## config.mk

```make
export PLATFORM = sky130hd
export DESIGN_NAME = elev_timer_bank_flat
export DESIGN_NICKNAME = d
export VERILOG_FILES = /design/src/rtl/elev_timer_pkg.sv /design/src/rtl/elev_timer_bank_if.sv /design/src/rtl/elev_timer_ch.sv /design/src/rtl/elev_timer_bank.sv /design/src/flat_wrapper.sv
export SDC_FILE = /design/constraint.sdc
export NUM_CORES = 1
export LEC_CHECK = 0
export CORE_ASPECT_RATIO = 2
export CORE_MARGIN = 2
export CORE_UTILIZATION = 30
export CTS_CLUSTER_SIZE = 8
export DETAILED_ROUTE_END_ITERATION = 6
export HOLD_SLACK_MARGIN = 0.03
export PLACE_DENSITY = 0.56
export REMOVE_ABC_BUFFERS = 1
export SLEW_MARGIN = 5
export SYNTH_ARGS = -nofsm -noshare
export SYNTH_HDL_FRONTEND = slang
export SYNTH_SLANG_ARGS = --single-unit
```

## constraint.sdc

```tcl
create_clock -name clk -period 7.7 [get_ports clk]
set_input_delay 1.54 -clock clk [delete_from_list [all_inputs] [get_ports clk]]
set_output_delay 1.54 -clock clk [all_outputs]
set_load 0.02 [all_outputs]
```

## src/rtl/elev_timer_pkg.sv

```systemverilog
// Shared definitions for the elevator timer bank: channel state encoding and
// terminal-count defaults.
package elev_timer_pkg;

  typedef enum logic [1:0] {
    ST_IDLE = 2'd0,
    ST_RUN  = 2'd1,
    ST_DONE = 2'd2
  } state_e;

  // 1 s at 50 MHz
  localparam int unsigned DEFAULT_COUNT = 50000000;
  localparam int unsigned SIM_COUNT     = 8;

endpackage

```

## src/rtl/elev_timer_bank_if.sv

```systemverilog
// Strobe/status bundle between the controller FSM and elev_timer_bank.
// ELEV_TIMER_PAUSE_EN adds the per-channel pause input.
interface elev_timer_bank_if #(
  parameter int unsigned NUM_CH = 4,
  parameter int unsigned CNT_W  = 28
);
  logic [NUM_CH-1:0]       kick;
  logic [NUM_CH-1:0]       cancel;
  logic [NUM_CH-1:0]       periodic;
  logic [NUM_CH*CNT_W-1:0] count_val;
  logic [NUM_CH-1:0]       busy;
  logic [NUM_CH-1:0]       expire_pulse;
  logic [NUM_CH-1:0]       expired;
`ifdef ELEV_TIMER_PAUSE_EN
  logic [NUM_CH-1:0]       pause;
`endif

  modport master (
    output kick, cancel, periodic, count_val,
`ifdef ELEV_TIMER_PAUSE_EN
    output pause,
`endif
    input  busy, expire_pulse, expired
  );

  modport slave (
    input  kick, cancel, periodic, count_val,
`ifdef ELEV_TIMER_PAUSE_EN
    input  pause,
`endif
    output busy, expire_pulse, expired
  );

endinterface

```

## src/rtl/elev_timer_ch.sv

```systemverilog
// One kick-started countdown channel: kick edge detect, IDLE/RUN/DONE FSM,
// up-counter against a latched limit. ELEV_TIMER_PAUSE_EN adds a pause input.
module elev_timer_ch #(
  parameter int unsigned CNT_W         = 28,
  parameter int unsigned DEFAULT_COUNT = elev_timer_pkg::DEFAULT_COUNT
) (
  input  logic             clk,
  input  logic             reset,
  input  logic             kick,
  input  logic             cancel,
  input  logic             periodic,
  input  logic [CNT_W-1:0] count_val,
`ifdef ELEV_TIMER_PAUSE_EN
  input  logic             pause,
`endif
  output logic             busy,
  output logic             expire_pulse,
  output logic             expired
);
  import elev_timer_pkg::*;

  localparam logic [CNT_W-1:0] DEF_LIMIT = CNT_W'(DEFAULT_COUNT);
  localparam logic [CNT_W-1:0] ONE       = CNT_W'(1);

  state_e           state_q, state_d;
  logic [CNT_W-1:0] cnt_q, cnt_d;
  logic [CNT_W-1:0] limit_q, limit_d;
  logic             mode_q, mode_d;
  logic             kick_q, kick_d;
  logic             pulse_q, pulse_d;
  logic             expired_q, expired_d;
  logic             kick_edge;
  logic             advance;

`ifdef ELEV_TIMER_PAUSE_EN
  assign advance = ~pause;
`else
  assign advance = 1'b1;
`endif

  always_comb begin
    state_d   = state_q;
    cnt_d     = cnt_q;
    limit_d   = limit_q;
    mode_d    = mode_q;
    expired_d = expired_q;
    pulse_d   = 1'b0;
    kick_d    = kick;
    kick_edge = kick & ~kick_q;

    // Cancel outranks a kick edge and also swallows a coincident expiry.
    if (cancel) begin
      state_d   = ST_IDLE;
      cnt_d     = '0;
      expired_d = 1'b0;
    end else if (kick_edge) begin
      limit_d   = (count_val == '0) ? DEF_LIMIT : count_val;
      mode_d    = periodic;
      cnt_d     = '0;
      expired_d = 1'b0;
      state_d   = ST_RUN;
    end else if (state_q == ST_RUN && advance) begin
      if (cnt_q == limit_q - ONE) begin
        pulse_d   = 1'b1;
        expired_d = 1'b1;
        cnt_d     = '0;
        if (!mode_q) state_d = ST_DONE;
      end else begin
        cnt_d = cnt_q + ONE;
      end
    end
  end

  // kick_q resets high so a kick held through reset is not seen as an edge.
  always_ff @(posedge clk) begin
    if (reset) begin
      state_q   <= ST_IDLE;
      cnt_q     <= '0;
      limit_q   <= DEF_LIMIT;
      mode_q    <= 1'b0;
      kick_q    <= 1'b1;
      pulse_q   <= 1'b0;
      expired_q <= 1'b0;
    end else begin
      state_q   <= state_d;
      cnt_q     <= cnt_d;
      limit_q   <= limit_d;
      mode_q    <= mode_d;
      kick_q    <= kick_d;
      pulse_q   <= pulse_d;
      expired_q <= expired_d;
    end
  end

  assign busy         = (state_q == ST_RUN);
  assign expire_pulse = pulse_q;
  assign expired      = expired_q;

endmodule

```

## src/rtl/elev_timer_bank.sv

```systemverilog
// Bank of NUM_CH independent countdown timers for the elevator controller.
// Optional ELEV_TIMER_PAUSE_EN enables per-channel pause via the interface.
module elev_timer_bank #(
  parameter int unsigned NUM_CH        = 4,
  parameter int unsigned CNT_W         = 28,
  parameter int unsigned DEFAULT_COUNT = elev_timer_pkg::DEFAULT_COUNT
) (
  input logic               clk,
  input logic               reset,
  elev_timer_bank_if.slave  bus
);

  logic [NUM_CH-1:0] busy_w;
  logic [NUM_CH-1:0] pulse_w;
  logic [NUM_CH-1:0] expired_w;

  for (genvar i = 0; i < NUM_CH; i++) begin : g_ch
    elev_timer_ch #(
      .CNT_W         (CNT_W),
      .DEFAULT_COUNT (DEFAULT_COUNT)
    ) u_ch (
      .clk          (clk),
      .reset        (reset),
      .kick         (bus.kick[i]),
      .cancel       (bus.cancel[i]),
      .periodic     (bus.periodic[i]),
      .count_val    (bus.count_val[i*CNT_W +: CNT_W]),
`ifdef ELEV_TIMER_PAUSE_EN
      .pause        (bus.pause[i]),
`endif
      .busy         (busy_w[i]),
      .expire_pulse (pulse_w[i]),
      .expired      (expired_w[i])
    );
  end

  assign bus.busy         = busy_w;
  assign bus.expire_pulse = pulse_w;
  assign bus.expired      = expired_w;

endmodule

```

## src/flat_wrapper.sv

```systemverilog
// flat-port wrapper written by rule: the top's interface ports become plain ports
module elev_timer_bank_flat 
#(
  parameter int unsigned NUM_CH        = 4,
  parameter int unsigned CNT_W         = 28,
  parameter int unsigned DEFAULT_COUNT = elev_timer_pkg::DEFAULT_COUNT
)
  (clk, reset, bus_kick, bus_cancel, bus_periodic, bus_count_val, bus_busy, bus_expire_pulse, bus_expired);
  elev_timer_bank_if #(.NUM_CH(NUM_CH), .CNT_W(CNT_W)) bus_i ();
  input logic clk;
  input logic reset;
  input wire logic [$bits(bus_i.kick)-1:0] bus_kick;
  input wire logic [$bits(bus_i.cancel)-1:0] bus_cancel;
  input wire logic [$bits(bus_i.periodic)-1:0] bus_periodic;
  input wire logic [$bits(bus_i.count_val)-1:0] bus_count_val;
  output wire logic [$bits(bus_i.busy)-1:0] bus_busy;
  output wire logic [$bits(bus_i.expire_pulse)-1:0] bus_expire_pulse;
  output wire logic [$bits(bus_i.expired)-1:0] bus_expired;
  assign bus_i.kick = bus_kick;
  assign bus_i.cancel = bus_cancel;
  assign bus_i.periodic = bus_periodic;
  assign bus_i.count_val = bus_count_val;
  assign bus_busy = bus_i.busy;
  assign bus_expire_pulse = bus_i.expire_pulse;
  assign bus_expired = bus_i.expired;
  elev_timer_bank #(.NUM_CH(NUM_CH), .CNT_W(CNT_W), .DEFAULT_COUNT(DEFAULT_COUNT)) u_core (.clk(clk), .reset(reset), .bus(bus_i));
endmodule
```

# --- Yosys cells after proc, flatten, opt, wreduce, memory -nomap -nowiden ---
# Cells that the tools add are included.
word_totals:
  in_bits: 126
  latch_bits: 0
  output_inout_bits: 12
  mem_count: 0
  elab_cells: 140
  romBits: 0
  register_bits: 248
  ram_bits: 0
op_classes:
  magnitude_cmp: 0
  div: 0
  shifts: 0
  multipliers: 0
  n_reduce_logical: 40
  addsub: 8
  muxes: 28
  bitwise_logic: 20
  eq_ne: 12
ops:
  columns: ["op", "n"]
  rows:
  - ["28-bit 2-to-1 mux", 8]
  - ["28-bit by 1-bit adder with 28-bit output (second input constant)", 4]
  - ["28-bit == test", 4]
  - ["28-bit zero test", 4]
  - ["28-bit by 1-bit subtractor with 28-bit output (second input constant)", 4]
  - ["3-bit AND reduction", 8]
  - ["1-bit 2-to-1 mux", 20]
  - ["1-bit NOT", 16]
  - ["2-bit AND reduction", 8]
  - ["2-bit nonzero test", 8]
  - ["4-bit OR reduction", 4]
  - ["3-bit OR reduction", 4]
  - ["2-bit by 1-bit == test with 1-bit output (second input constant)", 4]
  - ["2-bit by 1-bit != test with 1-bit output (second input constant)", 4]
  - ["2-bit OR reduction", 4]
  - ["1-bit AND", 4]

# --- Longest topological paths before layout ---
depth:
  depth_word: 5
  depth_mapped: 15
  depth_no_buf: 10

# --- By module ---
# From an unflattened synthesis, not the netlist that was laid out.
hier_totals:
  hier_cells: 1752
  hier_area_um2: 14333.7
by_module_without_submodules:
  columns: ["mod", "n_inst", "area_per_inst_um2", "cells_each"]
  rows:
  - ["elev_timer_ch", 4, 3583.4, 438]

# --- Worst setup path before layout ---
# OpenSTA, ideal clock, no wires.
synth_path:
  kind: "flip-flop to flip-flop"
  start: "register u_core.g_ch[0].u_ch.limit_q[0]"
  end: "register u_core.g_ch[0].u_ch.cnt_q[18]"
  t_required_ns: 7.568
  stages_incl_launch_ff: 14
  t_arrival_ns: 3.149
  setup_ns: 0.132
  n_path_buf: 3
  slack_ns: 4.419
  period_less_slack_ns: 3.281
  cell_sequence: "dfxtp_1 inv_1 ha_1 buf_2 or4b_2 or4_1 xnor2_1 o221ai_1 a2bb2oi_1 a2111o_1 nor4_2 buf_2 buf_4 nor3_1"
synth_via:
  elab_chain_cells: 3
synth_lines:
  columns: ["item", "line_no", "source"]
  rows:
  - ["from (decl)", "elev_timer_ch.sv:27", "logic [CNT_W-1:0] limit_q, limit_d;"]
  - ["from (signal assigned)", "elev_timer_ch.sv:87", "limit_q <= limit_d;"]
  - ["28-bit by 1-bit subtractor with 28-bit output", "elev_timer_ch.sv:63", "if (cnt_q == limit_q - ONE) begin"]
  - ["28-bit == test", "elev_timer_ch.sv:63", null]
  - ["28-bit 2-to-1 mux", "elev_timer_ch.sv:63", null]
  - ["to (signal assigned)", "elev_timer_ch.sv:86", "cnt_q <= cnt_d;"]
  - ["to (decl)", "elev_timer_ch.sv:26", "logic [CNT_W-1:0] cnt_q, cnt_d;"]
# No other way between the ends.
# A chain may end at the register's enable or synchronous reset.

# --- Final worst setup path ---
layout_path:
  start: "register u_core.g_ch[3].u_ch.limit_q[0]"
  end: "register u_core.g_ch[3].u_ch.cnt_q[22]"
layout_via:
  elab_chain_cells: 3
layout_lines:
  columns: ["item", "line_no"]
  rows:
  - ["from (decl)", "elev_timer_ch.sv:27"]
  - ["from (signal assigned)", "elev_timer_ch.sv:87"]
  - ["28-bit by 1-bit subtractor with 28-bit output", "elev_timer_ch.sv:63"]
  - ["28-bit == test", "elev_timer_ch.sv:63"]
  - ["28-bit 2-to-1 mux", "elev_timer_ch.sv:63"]
  - ["to (signal assigned)", "elev_timer_ch.sv:86"]
  - ["to (decl)", "elev_timer_ch.sv:26"]
# No other way between the ends.

==> results.yml <==
die:
  dieArea_um2: 50000
  fp.dieH_um: 314
  initial_utilization_pct: 30.4
  core-area_um2: 47500
  ios: 138
  rows: 113
  die_w_um: 159
pwr:
  leakage_nw: 5.40
  power_density_nw_per_um2: 177
  peakVddDrop_mv: 0.127
  p_total_w: 0.00304
timing:
  clock_skew_ns: 0.0172
  setup_violations: 0
  hold_viol: 0
  fin_crit_sh_pct: 53.4
  clock.fmax_ghz: 0.243
  grt_setup_unrepaired: "false"
  tightest_slew_ns: 1.11
  tns_ns: 0
  post-route-min-period_ns: 4.11
  max-slew-margin-rel_pct: 26.1
  drv_slew: 0
  whs_ns: 0.452
logic_synthesis:
  synth_cells: 1807
  ys_async_sr_fraction_pct: 0
  synth.distinct_cells: 78
  synth_area_um2: 14400
  syn_area_per_cell_um2: 7.99
  ys_seq_area_share_pct: 34.4
  synth_edf_count: 0
  ys.warnings.count: 0
  synthFlopType: "dfxtp_1"
  ys_ff_latch: 248
cells_and_area:
  antenna_cells: 0
  final_common_cell: "dfxtp_1"
  mostFrequentLayoutCells: "dfxtp_1 (248), nand2_1 (214), clkdlybuf4s50_1 (136), xnor2_1 (119), nor3_1 (117)"
  areaGrowthSynthToFinish_pct: 18.9
  post-route-util_pct: 36.2
  nNetsFinal: 2011
  fillers: 4974
  multi_input_area_um2: 8820
  final_cells: 2512
  drive_gt1_share_pct: 6.49
  regArea_um2: 4960
route:
  wire_per_inst_um: 17.8
  first_iter_violations: 570
  dr.pass1.iters: 5
  num_vias: 13500
  ant_nets: 0
  via_per_inst: 5.38
  wirelength_mm: 44.8
  drc: 0
critical_path:
  required_ns: 8.07
  critPathKind: "flop to flop"
  start_kind: "flop"
  r2r-start: "u_core.g_ch[3].u_ch.limit_q[0]"
  crit_path_max_fanout: 27
  r2r-end: "u_core.g_ch[3].u_ch.cnt_q[22]"
  rrSetupSlack_ns: 3.59
  end_kind: "flop"
  reg2reg_depth: 10
  cp_data_arrival_time_ns: 4.48
min_path:
  min_from: "u_core.g_ch[3].u_ch.expired"
  whs_path_depth: 2
  holdPathEnd: "u_core.g_ch[3].u_ch.expired"
  min_path_type: "flop to flop"
global_route:
  antenna_found_initial: 1
  grt_pass1_wl_mm: 71.2
  grt_max_degree: 56
  grt-ovfl-total: 0
  grt_pass1_vias: 13600
  grtUsageTotal_pct: 17.6
cts:
  cts.sinks: 248
  cts_max_path_buffers: 3
  numCtsBuffers: 37
  clkLatencyLatePin_ns: 0.53
  htreeDepth: 2
  postCtsHoldBufs: 0
  post_cts_resized: 0
  cts_tree: "yes"
  cts_root_buf: "clkbuf_16"
  path_clk_slew_ns: 0.05
  cts_setup_buffers: 0
placement:
  dp_cells: 2470
  place.gp.congestion: 0.875
  io_buffers: 137
  hpwlAfterDp_mm: 34.7
run_status:
  outcome: "finished clean"
job:
  drv_cap: 0
## worst max path at each step
stage / startpoint / to / slack (ns) / cells past startpoint
floorplan: u_core.g_ch[0].u_ch.limit_q[0] / u_core.g_ch[0].u_ch.expired / 3.62 / 10
global placement: bus_count_val[51] / u_core.g_ch[1].u_ch.limit_q[14] / 3.46 / 7
detailed placement: bus_count_val[51] / u_core.g_ch[1].u_ch.limit_q[14] / 3.48 / 7
CTS: u_core.g_ch[3].u_ch.limit_q[0] / u_core.g_ch[3].u_ch.cnt_q[22] / 3.61 / 10
global route: u_core.g_ch[3].u_ch.limit_q[0] / u_core.g_ch[3].u_ch.cnt_q[22] / 3.31 / 10
finish: u_core.g_ch[3].u_ch.limit_q[0] / u_core.g_ch[3].u_ch.cnt_q[22] / 3.59 / 10
## layout make-up
cell class | instances | share of cell area (%)
clock inverter | 2 | 0.102
clock buffer | 40 | 5.76
timing repair buffer | 155 | 8.75
multi-input combinational | 1410 | 51.3
sequential | 248 | 28.9
inverter | 25 | 0.546
tap | 632 | 4.60
## layer usage
metal / global-route usage [%] / wire length, um / vias up / part of all wire, %
li1: - / - / 6581 / -
met1: 16.2 / 15600 / 6463 / 35
met2: 35.5 / 24900 / 350 / 56
met3: 2.75 / 1600 / 131 / 3.6
met4: 10.7 / 2640 / 2 / 5.9
met5: 0 / 13 / - / 0.029
## flip-flops by register name, summed over array words and instances, names as in the netlist
| register | count |
|---|---|
| u_core.g_ch.u_ch.expire_pulse | 4 |
| u_core.g_ch.u_ch.limit_q | 112 |
| u_core.g_ch.u_ch.state_q | 8 |
| u_core.g_ch.u_ch.mode_q | 4 |
| u_core.g_ch.u_ch.cnt_q | 112 |
| u_core.g_ch.u_ch.kick_q | 4 |
| u_core.g_ch.u_ch.expired | 4 |
## cell usage after synthesis (9+ instances only)
library cell / count / area, um^2
or3_1: 17 / 106
o22ai_1: 56 / 350
a21oi_1: 89 / 445
and3_1: 42 / 263
buf_4: 14 / 105
inv_1: 23 / 86.3
nand2b_1: 71 / 444
nand2_1: 214 / 803
xnor2_1: 119 / 1040
or4_1: 19 / 143
nand3b_1: 11 / 82.6
xor2_1: 113 / 990
and2_1: 9 / 56.3
and4_1: 9 / 78.8
nor3_1: 117 / 586
nand3_1: 57 / 285
o21ai_0: 30 / 150
nand4b_1: 16 / 140
clkbuf_1: 87 / 327
nor3_2: 21 / 210
or2_2: 15 / 93.8
nor2b_1: 14 / 87.6
nand4_1: 42 / 263
a211oi_1: 14 / 105
dfxtp_1: 248 / 4960
nor2_1: 115 / 432
nor4_1: 63 / 394
## through the flow
| step | setup WS (ns) | cell area [um^2] |
|---|---|---|
| 3_3_place_gp | 3.46 | 16200 |
| 4_1_cts | 3.61 | 17200 |
| 5_1_grt | 3.31 | 17200 |
| 3_5_place_dp | 3.48 | 16200 |
| 6_report | 3.59 | 17200 |
| 2_1_floorplan | 3.62 | 13900 |
## report_power, final
part           switching, W  internal [W]
Combinational      0.000116      0.000111
Clock              0.000594      0.000897
Sequential        0.0000235       0.00130
Total              0.000734       0.00231
## critical path, stage by stage (launching register included)
cell and delay (ns):
dfxtp_1 0.37, inv_1 0.08, ha_1 0.26, or4b_1 0.62
or4_1 0.71, nor3_1 0.24, xnor2_1 0.16, nand3_1 0.10
nor4_2 0.34, and3_1 0.93, nor3_1 0.12
## cell families after synthesis
kind of cell             Yosys count  share of synthesized area (%)
XOR/XNOR                         232                           14.1
buffers and inverters            149                           4.72
adder cells (fa/ha/maj)            8                          0.693
multiplexers                       5                          0.355
flip-flops                       248                           34.4
AND/OR/NAND/NOR                  890                           33.4
AO/OA/AOI/OAI                    275                           12.4
No activity file was read; power rests on OpenSTA's default activity.
